### src/rtl/uart_cmd_host.sv
// uart_cmd_host: frames host commands into the controller byte protocol and collects the response.
// Optional response timeout is compiled in with CMD_HOST_TIMEOUT_EN.
module uart_cmd_host #(
  parameter int WIDTH       = 8,
  parameter int ADDR_WIDTH  = 4,
  parameter int TIMEOUT_CYC = 4096
) (
  input  logic                  CLK,
  input  logic                  RST,
  input  logic                  CMD_VALID,
  output logic                  CMD_READY,
  input  logic [1:0]            CMD_OP,
  input  logic [ADDR_WIDTH-1:0] CMD_ADDR,
  input  logic [WIDTH-1:0]      CMD_DATA,
  input  logic [WIDTH-1:0]      CMD_OPB,
  input  logic [3:0]            CMD_FUN,
  output logic [WIDTH-1:0]      TX_DATA,
  output logic                  TX_VALID,
  input  logic                  TX_READY,
  input  logic [WIDTH-1:0]      RX_DATA,
  input  logic                  RX_VALID,
  output logic                  RSP_VALID,
  output logic [2*WIDTH-1:0]    RSP_DATA,
  output logic                  RSP_ERR,
  output logic                  BUSY
);
  localparam logic [1:0] OP_WR   = 2'b00;
  localparam logic [1:0] OP_RD   = 2'b01;
  localparam logic [1:0] OP_ALU  = 2'b10;
  localparam logic [1:0] OP_ALUN = 2'b11;

  typedef enum logic [1:0] {IDLE, SEND, WAIT_RSP, DONE} state_t;
  state_t state, state_next;

  logic [1:0]            op_q;
  logic [ADDR_WIDTH-1:0] addr_q;
  logic [WIDTH-1:0]      a_q, b_q;
  logic [3:0]            fun_q;
  logic [1:0]            byte_cnt, rx_cnt, last_idx;
  logic [WIDTH-1:0]      tx_data_q;
  logic                  tx_valid_q;
  logic [2*WIDTH-1:0]    rx_buf, rx_buf_next, rsp_data_q;
  logic                  accept, tx_fire, tx_last, rx_take, rx_last, tmo_hit, enter_done;

  function automatic logic [WIDTH-1:0] frame_byte(
    input logic [1:0]            op,
    input logic [1:0]            idx,
    input logic [ADDR_WIDTH-1:0] addr,
    input logic [WIDTH-1:0]      a,
    input logic [WIDTH-1:0]      b,
    input logic [3:0]            fun
  );
    logic [WIDTH-1:0] f;
    f = '0;
    case (op)
      OP_WR: begin
        case (idx)
          2'd0:    f = WIDTH'(8'hAA);
          2'd1:    f = WIDTH'(addr);
          default: f = a;
        endcase
      end
      OP_RD:   f = (idx == 2'd0) ? WIDTH'(8'hBB) : WIDTH'(addr);
      OP_ALU: begin
        case (idx)
          2'd0:    f = WIDTH'(8'hCC);
          2'd1:    f = a;
          2'd2:    f = b;
          default: f = WIDTH'(fun);
        endcase
      end
      default: f = (idx == 2'd0) ? WIDTH'(8'hDD) : WIDTH'(fun);
    endcase
    return f;
  endfunction

  always_ff @(posedge CLK) begin
    if (RST) state <= IDLE;
    else     state <= state_next;
  end

  always_comb begin
    state_next  = state;
    last_idx    = 2'd1;
    rx_buf_next = rx_buf;
    case (op_q)
      OP_WR:   last_idx = 2'd2;
      OP_ALU:  last_idx = 2'd3;
      default: last_idx = 2'd1;
    endcase
    accept     = CMD_VALID && CMD_READY;
    tx_fire    = (state == SEND) && tx_valid_q && TX_READY;
    tx_last    = tx_fire && (byte_cnt == last_idx);
    rx_take    = (state == WAIT_RSP) && RX_VALID;
    rx_last    = rx_take && ((op_q == OP_RD) || (rx_cnt == 2'd1));
    if (rx_take) begin
      if (rx_cnt == 2'd0) rx_buf_next[WIDTH-1:0]       = RX_DATA;
      else                rx_buf_next[2*WIDTH-1:WIDTH] = RX_DATA;
    end
    case (state)
      IDLE:     if (accept) state_next = SEND;
      SEND:     if (tx_last) state_next = (op_q == OP_WR) ? DONE : WAIT_RSP;
      WAIT_RSP: if (rx_last || tmo_hit) state_next = DONE;
      default:  state_next = IDLE;
    endcase
    enter_done = (state_next == DONE) && (state != DONE);
  end

  // The next frame byte is loaded on the transfer edge so TX_VALID never drops mid-frame.
  always_ff @(posedge CLK) begin
    if (RST) begin
      op_q       <= OP_WR;
      addr_q     <= '0;
      a_q        <= '0;
      b_q        <= '0;
      fun_q      <= '0;
      byte_cnt   <= '0;
      rx_cnt     <= '0;
      rx_buf     <= '0;
      tx_data_q  <= '0;
      tx_valid_q <= 1'b0;
      rsp_data_q <= '0;
    end else begin
      if (accept) begin
        op_q       <= CMD_OP;
        addr_q     <= CMD_ADDR;
        a_q        <= CMD_DATA;
        b_q        <= CMD_OPB;
        fun_q      <= CMD_FUN;
        byte_cnt   <= '0;
        rx_cnt     <= '0;
        rx_buf     <= '0;
        tx_data_q  <= frame_byte(CMD_OP, 2'd0, CMD_ADDR, CMD_DATA, CMD_OPB, CMD_FUN);
        tx_valid_q <= 1'b1;
      end
      if (tx_fire) begin
        if (tx_last) begin
          tx_valid_q <= 1'b0;
        end else begin
          byte_cnt  <= byte_cnt + 2'd1;
          tx_data_q <= frame_byte(op_q, byte_cnt + 2'd1, addr_q, a_q, b_q, fun_q);
        end
      end
      if (rx_take) begin
        rx_cnt <= rx_cnt + 2'd1;
        rx_buf <= rx_buf_next;
      end
      if (enter_done) rsp_data_q <= rx_buf_next;
    end
  end

  if (TIMEOUT_CYC < 1) begin : g_bad_timeout
    $error("TIMEOUT_CYC must be at least 1");
  end

`ifdef CMD_HOST_TIMEOUT_EN
  localparam int TW = $clog2(TIMEOUT_CYC + 1);
  logic [TW-1:0] tmo_cnt;
  logic          rsp_err_q;

  // An RX byte in the expiry cycle takes priority over the timeout.
  assign tmo_hit = (state == WAIT_RSP) && !rx_take && (tmo_cnt == TW'(TIMEOUT_CYC - 1));

  always_ff @(posedge CLK) begin
    if (RST || (state != WAIT_RSP) || rx_take) tmo_cnt <= '0;
    else                                       tmo_cnt <= tmo_cnt + TW'(1);
    if (RST)             rsp_err_q <= 1'b0;
    else if (enter_done) rsp_err_q <= tmo_hit;
  end

  assign RSP_ERR = rsp_err_q;
`else
  assign tmo_hit = 1'b0;
  assign RSP_ERR = 1'b0;
`endif

  assign CMD_READY = (state == IDLE) && !RST;
  assign BUSY      = (state != IDLE);
  assign RSP_VALID = (state == DONE);
  assign RSP_DATA  = rsp_data_q;
  assign TX_DATA   = tx_data_q;
  assign TX_VALID  = tx_valid_q;
endmodule
### config.mk
export PLATFORM = sky130hd
export DESIGN_NAME = uart_cmd_host
export DESIGN_NICKNAME = d
export VERILOG_FILES = /design/src/rtl/uart_cmd_host.sv
export SDC_FILE = /design/constraint.sdc
export NUM_CORES = 1
export LEC_CHECK = 0
export ABC_AREA = 1
export CORE_MARGIN = 4
export CORE_UTILIZATION = 52
export DETAILED_ROUTE_END_ITERATION = 16
export PLACE_DENSITY = 0.83
export SLEW_MARGIN = 5
export SYNTH_ARGS = -nofsm -noshare
export SYNTH_HDL_FRONTEND = slang
export SYNTH_SLANG_ARGS = --single-unit
### constraint.sdc
create_clock -name CLK -period 1.8 [get_ports CLK]
set_input_delay 0.54 -clock CLK [delete_from_list [all_inputs] [get_ports CLK]]
set_output_delay 0.54 -clock CLK [all_outputs]
set_load 0.005 [all_outputs]
* Yosys cells after proc, flatten, opt, wreduce, memory -nomap -nowiden
Cells that the tools add are included.
** Word-level totals
- Register bits after elaboration :: 73
- Input port bits :: 39
- Output and inout port bits :: 29
** Operators by class
- $add $sub $neg :: 2
- Eq/ne operators :: 13
- Mux-type cells :: 28
- Reductions and logical operators :: 17
** Operators by type and width (count)
- two-way mux 8 bit :: 7
- two-way mux 16 bit :: 3
- one-hot mux 8 bit (3 select lines) :: 2
- one-hot mux 7 bit (3 select lines) :: 1
- two-way mux 2 bit :: 8
- one-hot mux 8 bit (2 select lines) :: 1
- == test 2 bit (second input constant) :: 6
- == test 2 x 1 -> 1 bit (second input constant) :: 5
- zero test 2 bit :: 5
- logical AND 1 bit :: 8
- one-hot mux 2 bit (3 select lines) :: 1
- adder 2 x 1 -> 2 bit (second input constant) :: 2
- two-way mux 1 bit :: 4
- one-hot mux 2 bit (2 select lines) :: 1
- nonzero test 2 bit :: 2
- == test 2 bit :: 1
- inequality test 2 bit (second input constant) :: 1
- zero test 1 bit :: 1
- logical OR 1 bit :: 1

* Longest topological paths before layout
- Word-level depth :: 8
- Gate-level depth with buffers :: 12

* Least setup slack after synthesis
Ideal clock, no wire load.
- Path type :: register to register
- Start point :: reg byte_cnt[0]
- End point :: reg tx_data_q[7], in the netlist TX_DATA[7]
- Setup time :: 0.117 ns
- Arrival time :: 1.472 ns
- Path slack :: 0.211 ns
- Cell stages (with the launch flop) :: 10
- Period minus slack after synthesis :: 1.589 ns
- Cell sequence :: dfxtp_1 > inv_1 > ha_1 > inv_1 > nand2_1 > o21ai_0 > nand2_1 > nand3_1 > nor3_1 > nor2_1
** Between the ends
- Word-level cells in the longest chain between the ends :: 6
- Elaborated cells between the ends (all ways) :: 13
- Those cells by class :: 1 x add/sub; 3 x eq/ne; 7 x mux; 2 x reduce/logical
** RTL lines
- from (decl) :: RTL line 39 : logic [1:0] byte_cnt, rx_cnt, last_idx;
- from (signal assigned) :: RTL line 140 : byte_cnt <= byte_cnt + 2'd1;
- adder 2 x 1 -> 2 bit :: RTL line 141 : tx_data_q <= frame_byte(op_q, byte_cnt + 2'd1, addr_q, a_q, b_q, fun_q);
- == test 2 bit (tied with other cells) :: RTL line 65 : case (idx)
- one-hot mux 8 bit (3 select lines) (tied with other cells) :: RTL line 65
- one-hot mux 8 bit (3 select lines) :: RTL line 55 : case (op)
- two-way mux 8 bit (*) :: RTL line 137 : if (tx_last) begin
- two-way mux 8 bit (*) :: RTL line 136 : if (tx_fire) begin
- to (signal assigned) :: RTL line 133 : tx_data_q <= frame_byte(CMD_OP, 2'd0, CMD_ADDR, CMD_DATA, CMD_OPB, CMD_FUN);
- to (signal assigned) :: RTL line 141
- to (decl) :: RTL line 40 : logic [WIDTH-1:0] tx_data_q;
Every way passes the cells marked *; elsewhere a longest branch is shown, timed or not.
A chain may end at the register's enable or synchronous reset.

* Final worst setup path
- Start point :: reg tx_valid_q, in the netlist TX_VALID
- End point :: out TX_VALID
** RTL lines
- from (decl) :: RTL line 41 : logic tx_valid_q;
- from (signal assigned) :: RTL line 121 : tx_valid_q <= 1'b0;
- from (signal assigned) :: RTL line 134 : tx_valid_q <= 1'b1;
- from (signal assigned) :: RTL line 138 : tx_valid_q <= 1'b0;
- to (decl) :: RTL line 18 : output logic TX_VALID,
No word-level cell between the ends.

==> flow_metrics.py <==
metrics = {
    "sta": {
        "layout_min_cycle_time_ps": 1774,
        "fin_skew_ps": 5.597,
        "fmax_mhz": 563.8,
        "whs_ps": 462.0,
        "finalSetupViolCount": 0,
        "hold_viol": 0,
        "fin_crit_sh": 0.9853,
        "drv_slew": 0,
        "rsz0062_at_grt": "true",
    },
    "floorplan": {
        "ios": 68,
        "dieWidth_um": 91.69,
        "start_util": 0.5361,
        "coreArea_um2": 6794,
        "num_rows": 30,
        "die-area_um2": 8407,
        "die_h_um": 91.69,
    },
    "logic_synthesis": {
        "synth-seq-cells": 73,
        "syn_area_um2": 3642,
        "synth_area_leaders": "dfxtp_1, nand2_1, a21oi_1",
        "synthesis.nets": 558,
        "synth-main-ff-cell": "dfxtp_1",
        "avgSynthCellArea_um2": 7.100,
        "yosys.area.top_type": "dfxtp_1",
        "postSynthCellCount": 513,
        "ys_top_cells_by_count": "nand2_1, dfxtp_1, a21oi_1",
        "ys_seq_area_frac": 0.4012,
        "synth.top_cell.area_share": 0.4012,
        "synth_warnings": 0,
        "synth.distinct_cells": 35,
        "synthArstFlopShare": 0,
        "synth.most_common_cell": "nand2_1",
        "synth_edf_count": 0,
    },
    "placement": {
        "io_buffer_count": 66,
        "dp_hpwl_um": 6428,
        "gp_congestion": 0.9428,
    },
    "drt": {
        "route.met3.wl_um": 623,
        "route.detailed.drc": 0,
        "routed-wl-met2_um": 4497,
        "vias": 3663,
        "drt-met1-wl_um": 4423,
        "antenna_left": 0,
        "wl_per_cell_um": 13.80,
        "avgViaCountPerCell": 5.188,
        "highest_layer": "met4",
        "drt_iter0_drc": 296,
        "first_pass_iters": 9,
        "drt-total-wl_um": 9743,
    },
    "global_route": {
        "grtUsageTotal": 0.2337,
        "overflow": 0,
        "antenna_found_initial": 0,
        "grt_pass1_wl_um": 15870,
        "grt_pass1_vias": 3393,
        "grt_max_degree": 42,
    },
    "critical_path": {
        "path_max_fanout": 3,
        "path_delay_family": "buffers and inverters",
        "cp_num_cells": 1,
        "critPathLaunchType": "flop",
        "critPathBufInv": 1,
        "required_ps": 1260,
        "endpoint_kind": "primary output",
        "critPathMaxStageDelay_ps": 510,
        "rr_worst_depth": 11,
        "crit_path_top_delay_cell": "clkdlybuf4s50_1",
        "worstPathArrival_ps": 1230,
        "crit_type": "flop to primary output",
        "path_cells": "clkdlybuf4s50_1",
    },
    "final_layout": {
        "utilization": 0.7293,
        "syn2layout_area_growth_pct": 36.04,
        "drive_gt1_frac": 0.1689,
        "finalNetCount": 650,
        "antennaDiodeCount": 0,
    },
    "power_and_ir_drop": {
        "p_leak_nw": 2.051,
        "ir_drop_v": 0.0004315,
        "power.density_nw_per_um2": 749.0,
    },
    "run_status": {
        "run_status": "finished clean",
    },
    "clock_tree": {
        "insertion_delay_ps": 350,
        "cts.sinks": 73,
        "cts_tree": "yes",
        "htreeDepth": 3,
        "root_buffer": "clkbuf_8",
        "clk_pin_slew_ps": 80,
        "cts.hold.buffers_added": 0,
        "cts.path.max_buffers": 2,
        "cts-buffers-inserted": 9,
    },
    "hold_path": {
        "hold_depth": 2,
        "hp-class": "flop to flop",
    },
    "run": {
        "maxCapViolCount": 0,
    },
}
[placed cells by master, fill, tap and decap left out, types with 8 or more instances in the layout]
cell type,synthesis,layout
inv_2,7,8
o21ai_1,11,11
inv_1,42,41
clkdlybuf4s50_1,0,59
clkbuf_8,0,11
dfxtp_1,73,65
a21oi_1,57,57
or2_1,8,8
o21ai_0,42,42
a21oi_2,10,10
buf_12,1,9
nand2_1,115,115
nor2_1,41,41
nand3_1,31,31
buf_4,3,31
[final cells by class]
type / instances / area, um^2
Fill cell: 511 / 1839
Inverter: 50 / 190.2
Multi-Input combinational cell: 363 / 1844
Clock inverter: 5 / 77.57
Tap cell: 96 / 120.1
Sequential cell: 73 / 1476
Timing Repair Buffer: 108 / 1095
Clock buffer: 11 / 151.4
[power by group]
part,internal (mW),total (mW),switching (mW)
Combinational,0.261,0.529,0.268
Sequential,1.68,1.72,0.0459
Clock,0.851,1.46,0.608
Total,2.79,3.71,0.922
[what timing repair did]
action / 4_1_cts / 5_1_grt
cloned: 0 / 0
setup endpoints to repair: 3 / 30
gates resized for setup: 10 / 18
endpoints found under the hold margin: 0 / 0
buffers inserted: 4 / 1
pin swaps: 1 / 0
[logic make-up after synthesis]
group                      share of synthesized area
and+or+nand+nor                               0.2803
AOI/OAI and AO/OA                             0.1924
buffers and inverters                        0.09997
DFF                                           0.4012
adders and majority gates                    0.02061
xor gates and xnor gates                    0.004467
other                                       0.001030
[through the flow]
step           total power [mW]  setup slack [ps]  TNS [ps]  instances  cell area [um^2]
3_3_place_gp              2.252            -359.7    -16420        685              4627
3_5_place_dp              2.262            -374.3    -18010        685              4627
2_1_floorplan             2.027             211.3         0        513              3642
6_report                  3.711             26.42         0        706              4955
5_1_grt                   3.854            -37.80    -195.6        706              4955
4_1_cts                   3.707             10.69         0        705              4907
[routing by layer]
| layer | GRT usage | vias up |
|---|---|---|
| met3 | 0.05168 | 23 |
| met2 | 0.3542 | 123 |
| li1 | - | 1845 |
| met4 | 0.09406 | 0 |
| met5 | 0 | - |
| met1 | 0.3226 | 1672 |
[registers in the layout (all words and copies together), names as in the netlist]
name	count
state	2
TX_DATA	8
fun_q	4
rx_cnt	2
b_q	8
byte_cnt	2
TX_VALID	1
a_q	8
RSP_DATA	16
op_q	2
rx_buf	16
addr_q	4
[path summary, 6_finish.rpt]
| kind | from | to | slack, ps |
|---|---|---|---|
| min reg2reg | b_q[5]$_SDFFE_PP0P_ | b_q[5]$_SDFFE_PP0P_ | 460 |
| max reg2reg | state[1]$_SDFF_PP0_ | RSP_DATA[13]$_SDFFE_PP0P_ | 60 |
| max | TX_VALID$_SDFF_PP0_ | TX_VALID | 30 |
| min | b_q[5]$_SDFFE_PP0P_ | b_q[5]$_SDFFE_PP0P_ | 460 |
(Power assumes the default switching activity.)
